--- src/rtl/game_score_counter.sv ---
// game_score_counter
//
// Score counter for the game datapath. Counts player hits up or down, supports
// a parallel load and a round clear, and either wraps or saturates at a
// programmable terminal count. A best-score register follows the count upward
// and survives round clears; only reset lowers it.
//
// Parameters:
//   CNT_W    internal count width (1..16)
//   OUT_W    width of the score/best output buses (>= CNT_W), zero-filled
//   MAX_VAL  terminal count (1 .. 2^CNT_W-1)
//   SATURATE 0 = wrap between MAX_VAL and 0, 1 = hold at MAX_VAL / 0
//
// Ports:
//   clk      system clock, rising edge
//   reset    synchronous active-low reset
//   clr      round clear of the count (best is kept)
//   ld       parallel load strobe, din clamped to MAX_VAL
//   din      load value
//   up, dw   level-sensitive increment / decrement requests
//   score    zero-extended count
//   best     zero-extended best count
//   at_max   count == MAX_VAL
//   at_zero  count == 0
//   wrap     one-cycle pulse after an edge that wrapped the count
//   changed  one-cycle pulse after an edge that changed the count
module game_score_counter #(
  parameter int CNT_W    = 6,
  parameter int OUT_W    = 8,
  parameter int MAX_VAL  = 63,
  parameter int SATURATE = 0
) (
  input  logic             clk,
  input  logic             reset,
  input  logic             clr,
  input  logic             ld,
  input  logic [CNT_W-1:0] din,
  input  logic             up,
  input  logic             dw,
  output logic [OUT_W-1:0] score,
  output logic [OUT_W-1:0] best,
  output logic             at_max,
  output logic             at_zero,
  output logic             wrap,
  output logic             changed
);

  localparam logic [CNT_W-1:0] MAX_C = CNT_W'(MAX_VAL);
  localparam logic [CNT_W-1:0] ONE_C = CNT_W'(1);

  logic [CNT_W-1:0] count_q, count_d;
  logic [CNT_W-1:0] best_q, best_d;
  logic             wrap_q, wrap_d;
  logic             changed_q, changed_d;

  // Next-count selection. Counting is modulo MAX_VAL+1, so the terminal
  // values are compared explicitly rather than relying on binary overflow.
  // Pulses are derived from the next count so they appear together with it.
  always_comb begin
    count_d = count_q;
    wrap_d  = 1'b0;
    if (clr) begin
      count_d = '0;
    end else if (ld) begin
      count_d = (din > MAX_C) ? MAX_C : din;
    end else if (up && !dw) begin
      if (count_q == MAX_C) begin
        if (SATURATE == 0) begin
          count_d = '0;
          wrap_d  = 1'b1;
        end
      end else begin
        count_d = count_q + ONE_C;
      end
    end else if (dw && !up) begin
      if (count_q == '0) begin
        if (SATURATE == 0) begin
          count_d = MAX_C;
          wrap_d  = 1'b1;
        end
      end else begin
        count_d = count_q - ONE_C;
      end
    end
    changed_d = (count_d != count_q);
    // Best follows the next count on the same edge so it never lags score.
    best_d = (count_d > best_q) ? count_d : best_q;
  end

  always_ff @(posedge clk) begin
    if (!reset) begin
      count_q   <= '0;
      best_q    <= '0;
      wrap_q    <= 1'b0;
      changed_q <= 1'b0;
    end else begin
      count_q   <= count_d;
      best_q    <= best_d;
      wrap_q    <= wrap_d;
      changed_q <= changed_d;
    end
  end

  // Zero extension by cast also covers OUT_W == CNT_W with no pad bits.
  assign score   = OUT_W'(count_q);
  assign best    = OUT_W'(best_q);
  assign at_max  = (count_q == MAX_C);
  assign at_zero = (count_q == '0);
  assign wrap    = wrap_q;
  assign changed = changed_q;

endmodule

--- config.mk ---
export PLATFORM = sky130hd
export DESIGN_NAME = game_score_counter
export DESIGN_NICKNAME = d
export VERILOG_FILES = /design/src/rtl/game_score_counter.sv
export SDC_FILE = /design/constraint.sdc
export NUM_CORES = 1
export LEC_CHECK = 0
export ABC_AREA = 1
export BUFFER_PORTS_ARGS = -buffer_cell sky130_fd_sc_hd__buf_2
export CAP_MARGIN = 20
export CORE_MARGIN = 2
export CORE_UTILIZATION = 52
export CTS_BUF_LIST = sky130_fd_sc_hd__clkbuf_16
export CTS_CLUSTER_DIAMETER = 120
export CTS_CLUSTER_SIZE = 10
export DETAILED_ROUTE_END_ITERATION = 12
export PLACE_DENSITY = 0.9
export SETUP_SLACK_MARGIN = 0.1
export SLEW_MARGIN = 25
export SYNTH_ARGS = -nofsm -noshare
export SYNTH_HDL_FRONTEND = slang
export SYNTH_SLANG_ARGS = --single-unit
--- constraint.sdc ---
create_clock -name clk -period 3.1 [get_ports clk]
set_clock_uncertainty 0.15 [all_clocks]
set_input_delay 0 -clock clk [delete_from_list [all_inputs] [get_ports clk]]
set_output_delay 0 -clock clk [all_outputs]
set_load 0.005 [all_outputs]
**After elaboration in Yosys (flattened, before gate mapping)**

Cells that the tools add are included.

- Flip-flop bits (word level): 14
- Bits of input ports: 12
- Output and inout port bits: 20

- Add/sub/neg operators: 2
- $lt $le $gt $ge: 2
- Eq/ne operators: 2
- Mux-type cells: 11
- Bitwise operators: 1
- Reductions and logical operators: 6

Operators by type and width:

| cell | count |
|---|---|
| 6-bit 2-to-1 mux | 7 |
| 6-bit by 1-bit adder with 6-bit output, second input constant | 1 |
| 6-bit == test, second input constant | 1 |
| 6-bit greater-than comparator | 1 |
| 6-bit greater-than comparator, second input constant | 1 |
| 6-bit zero test | 1 |
| 6-bit != test | 1 |
| 6-bit by 1-bit subtractor with 6-bit output, second input constant | 1 |
| 1-bit 2-to-1 mux | 4 |
| 3-bit OR reduction | 1 |
| 1-bit logical AND | 2 |
| 1-bit zero test | 2 |
| 1-bit inverter | 1 |

**Depth between registers and ports, before layout**

- Word-level depth: 7
- Gate-level depth with buffers: 20
- Depth with buffers taken out: 19

**Least setup slack after synthesis**

No wires, ideal clock.

- Path kind: flip-flop to flip-flop
- Start: register count_q[0]
- End: register best_q[0]
- Setup time: 0.070 ns
- Arrival: 2.474 ns
- Required time: 2.880 ns
- Path slack: 0.406 ns
- Cell stages (with the launch flop): 21
- Path buffers: 1
- Clock period less this slack: 2.694 ns
- Cell sequence: dfxtp_1 inv_1 ha_1 nand3_1 nor2_1 nor2_1 nand3_1 nand2_1 nand2_2 nand2_2 inv_1 ha_1 nand2_1 inv_1 nand3_1 inv_1 o21ai_0 a32oi_1 buf_2 o21ai_0 a21oi_1

- Cells in the longest elaborated chain, start to end: 7
- Elaborated cells on any way between the ends: 11

RTL lines:

| what | line | text |
|---|---|---|
| from (decl) | 51 | `logic [CNT_W-1:0] count_q, count_d;` |
| from (signal assigned) | 97 | `count_q <= count_d;` |
| 6-bit by 1-bit subtractor with 6-bit output or 6-bit zero test (tied branches) | 82, 76 |  |
| 6-bit 2-to-1 mux | 76 | `if (count_q == '0) begin` |
| 6-bit 2-to-1 mux | 75 | `end else if (dw && !up) begin` |
| 6-bit 2-to-1 mux (*) | 66 | `end else if (up && !dw) begin` |
| 6-bit 2-to-1 mux (*) | 64 | `end else if (ld) begin` |
| 6-bit 2-to-1 mux (*) | 62 | `if (clr) begin` |
| named net count_d[5] | 51 |  |
| 6-bit greater-than comparator (*) | 87 | `best_d = (count_d > best_q) ? count_d : best_q;` |
| to (signal assigned) | 98 | `best_q <= best_d;` |
| to (decl) | 52 | `logic [CNT_W-1:0] best_q, best_d;` |

The timed path passes the listed nets; every way through them passes the cells marked *.
A chain may end at the register's enable or synchronous reset.

**Final worst setup path**

- Start: register count_q[0]
- End: register best_q[3]

- Cells in the longest elaborated chain, start to end: 7
- Elaborated cells on any way between the ends: 11

RTL lines:

| what | line |
|---|---|
| 6-bit by 1-bit subtractor with 6-bit output or 6-bit zero test (tied branches) | 82, 76 |
| 6-bit 2-to-1 mux | 76 |
| 6-bit 2-to-1 mux | 75 |
| 6-bit 2-to-1 mux (*) | 66 |
| 6-bit 2-to-1 mux (*) | 64 |
| 6-bit 2-to-1 mux (*) | 62 |
| named net count_d[3] | 51 |
| 6-bit greater-than comparator | 87 |

Marked as above.

==> results by group <==
Synthesis
  • Yosys Warn Count: 0
  • Avg Synthesized Cell Area: between 6 and 7 sq um
  • Post-synthesis async set-or-reset flop share: 0
  • Post-synth top area cell: dfxtp_1
  • Register area share after synthesis: 0.241
  • Prevailing post-synth register cell: dfxtp_1
  • Synth top area cells: dfxtp_1 (24%), nand2_1 (13%), nand3_1 (11%)
  • Most common cell in the netlist: nand2_1
  • Netlist cell types: 22
  • #FFs+latches synth: 14
  • EDFF count, synth: 0
  • Post-synth top area share: 0.241
  • Syn Inst Count: 192
  • Most frequent cells after synthesis: nand2_1 (40), nor2_1 (31), inv_1 (29), nand3_1 (25), dfxtp_1 (14)
  • Synth Cell Area: 0.00116 sq mm

Clocking
  • CTS tree: yes
  • Later-pin clock latency in the skew report: 0.24 ns
  • Clock slew at the register clock pins of the worst setup and hold paths: about 0.04 ns
  • # clock sinks: 14
  • Cts bufs inserted: 3
  • CTS Buffer Depth: 2
  • CTS Root Cell: clkbuf_16
  • Depth of the CTS H-tree: 1

Place
  • Placed Area: 0.00130 sq mm
  • Port Buf Inserts: 27
  • Final HPWL DP: between 2000 and 2500 microns
  • Gpl congestion: 0.949

Setup path
  • RR Startpoint: count_q[0]$_SDFF_PN0_
  • Data required, critical path: 3.11 ns
  • CP max FO: 7
  • Setup slack, reg-to-reg: 0.28 ns
  • Slowest cell on crit path: dfxtp_4
  • Reg2Reg Capture Point: best_q[3]$_SDFFE_PN0N_
  • Cell breakdown of the critical path: inv_2, ha_2, nand3_1, nor2_1, nor2_1, buf_4, nand2_1, nand2_1, nand2_2, nand2_2, inv_1, ha_1, nand3_1, inv_1, o21ai_0, a32oi_1, buf_4, o21ai_0, a21oi_1
  • Worst setup EP type: flop
  • Largest delay contributor family on the critical path: simple AND/OR/NAND/NOR gates
  • Crit path DAT: 2.84 ns
  • Max incr delay on CP: 0.38 ns
  • Crit Path Class: reg2reg
  • Crit path launch type: flop
  • Worst Path Buf+Inv: 5
  • R2r worst-path depth: 19

Routing
  • First drt pass iteration count: 4
  • Routed wire length: around 2900 microns
  • Residual DRC: 0
  • Final ANT Viol Nets: 0
  • Routed len/inst: 11.4 microns
  • Total number of vias: 1325
  • Vias/cell: 5.20
  • Initial DRC Count: 50

Cells and area
  • Ratio of cells with drive above 1 in the final layout: 0.242
  • Diode count: 0
  • Fill count: 184
  • Area Overhead vs Synth: 25.3%
  • Layout Nets: 249
  • Layout Cell Area excl Fill: 0.00146 sq mm

Pwr
  • Worst VDD drop: 0.000609 V
  • Total chip power: just under 900 uW
  • Leak pwr: just over 0.8 nW
  • PwrDens: 612 mW/mm^2

STA
  • Fmax: between 300 and 400 MHz
  • RSZ-0062 raised after global routing: no
  • Final setup fails: 0
  • Period Utilization, post-route: 0.910
  • Max-slew violations: 0
  • Final hold vios: 0
  • Setup TNS: 0 ns
  • Post-route minimum period: 2.82 ns

Global routing
  • First-pass GRT wire length: roughly 4300 microns
  • Antenna violations before repair: 0
  • GRT overflow: 0
  • GRT Total Usage: 0.212
  • Largest net degree at the start of global routing: 13
  • Number of global-route vias before repair: 1068

Floorplan
  • DIE AREA: around 0.0026 sq mm
  • I/O pin total: 32
  • DIE HEIGHT: 51.3 microns
  • Core Box Area: 0.00217 sq mm
  • FP Rows: 17
  • Die Wd: about 50 microns
  • Starting Density: 0.535

Status
  • Outcome: finished, final reports clean

Hold path
  • HP Class: in2reg
  • Hold wc startpoint: clr
  • Hold Path End: count_q[3]$_SDFF_PN0_
  • Hold depth: 4

Run
  • MaxCap Viol Count: 0
-- state kept, by name, summed over array words and instances (netlist names) --
| register | cells |
|---|---|
| best_q | 6 |
| count_q | 6 |
| changed | 1 |
| wrap | 1 |
-- power by group --
part / internal, mW / switching (mW)
Clock: 0.168 / 0.0646
Sequential: 0.228 / 0.0364
Combinational: 0.165 / 0.228
-- area by class of cell --
| class | instances | area, sq um | share of cell area |
|---|---|---|---|
| sequential | 14 | 289 | 0.199 |
| tap | 28 | 35.0 | 0.0241 |
| timing repair buffer | 36 | 208 | 0.143 |
| inverter | 31 | 116 | 0.0800 |
| clock buffer | 3 | 75.1 | 0.0516 |
| multi-input combinational | 143 | 732 | 0.503 |
-- cells in the final DEF (no fill, tap or decap), drive strengths merged --
master,instances
nor2,34
nor4,1
inv,31
o21ai,12
dlygate4sd3,3
conb,4
clkbuf,3
nand3,26
nand4,2
dfxtp,14
a21oi,9
nand2,46
ha,8
buf,33
a32oi,1
-- worst max-delay path by stage --
| stage | start | endpoint | slack [ns] | cells after the start |
|---|---|---|---|---|
| finish | count_q[0]$_SDFF_PN0_ | best_q[3]$_SDFFE_PN0N_ | 0.28 | 19 |
| global route | count_q[0]$_SDFF_PN0_ | best_q[3]$_SDFFE_PN0N_ | 0.03 | 20 |
| CTS | count_q[0]$_SDFF_PN0_ | best_q[3]$_SDFFE_PN0N_ | 0.18 | 20 |
| detailed placement | count_q[0]$_SDFF_PN0_ | best_q[0]$_SDFFE_PN0N_ | 0.25 | 20 |
| global placement | count_q[0]$_SDFF_PN0_ | best_q[1]$_SDFFE_PN0N_ | 0.36 | 20 |
| floorplan | count_q[0]$_SDFF_PN0_ | best_q[0]$_SDFFE_PN0N_ | 0.41 | 20 |
-- what timing repair did --
item                       CTS  global route
hold buffers                 3             0
setup endpoints to repair    0             6
setup buffers                0             4
resized for setup            0            10
hold endpoints to repair     7             0
-- metal layers --
metal	vias to the layer above	routed length, microns	GRT usage
li1	677	-	-
met3	2	230	0.0380
met1	586	1200	0.272
met5	-	0	0
met2	60	1450	0.374
met4	0	14	0.0395
-- worst min-delay path, cell delays in order --
cell and delay, ns:
buf_2 0.16, nor2_1 0.09, nand2_2 0.09, nor2_1 0.04
-- kinds of logic (layout without fill, tap and decap cells) --
family | Yosys count | after routing | share of synthesized area
AO/OA/AOI/OAI | 22 | 22 | 0.0981
AND/OR/NAND/NOR | 109 | 109 | 0.425
flip-flops | 14 | 14 | 0.241
buffers and inverters | 38 | 70 | 0.147
other | 1 | 4 | 0.00323
adder cells (fa/ha/maj) | 8 | 8 | 0.0862
-- per-stage QoR --
| stage | std cells | hold WS [ns] | worst slack, ns | utilization |
|---|---|---|---|---|
| 2_1_floorplan | 195 | -0.0719 | 0.406 | - |
| 3_3_place_gp | 244 | 0.0352 | 0.357 | 0.597 |
| 6_report | 255 | 0.0464 | 0.278 | 0.671 |
| 4_1_cts | 250 | 0.0398 | 0.177 | 0.646 |
| 5_1_grt | 255 | 0.0617 | 0.0312 | 0.671 |
| 3_5_place_dp | 244 | 0.0359 | 0.255 | 0.597 |
Note: power is estimated with default switching activity, not from simulation.
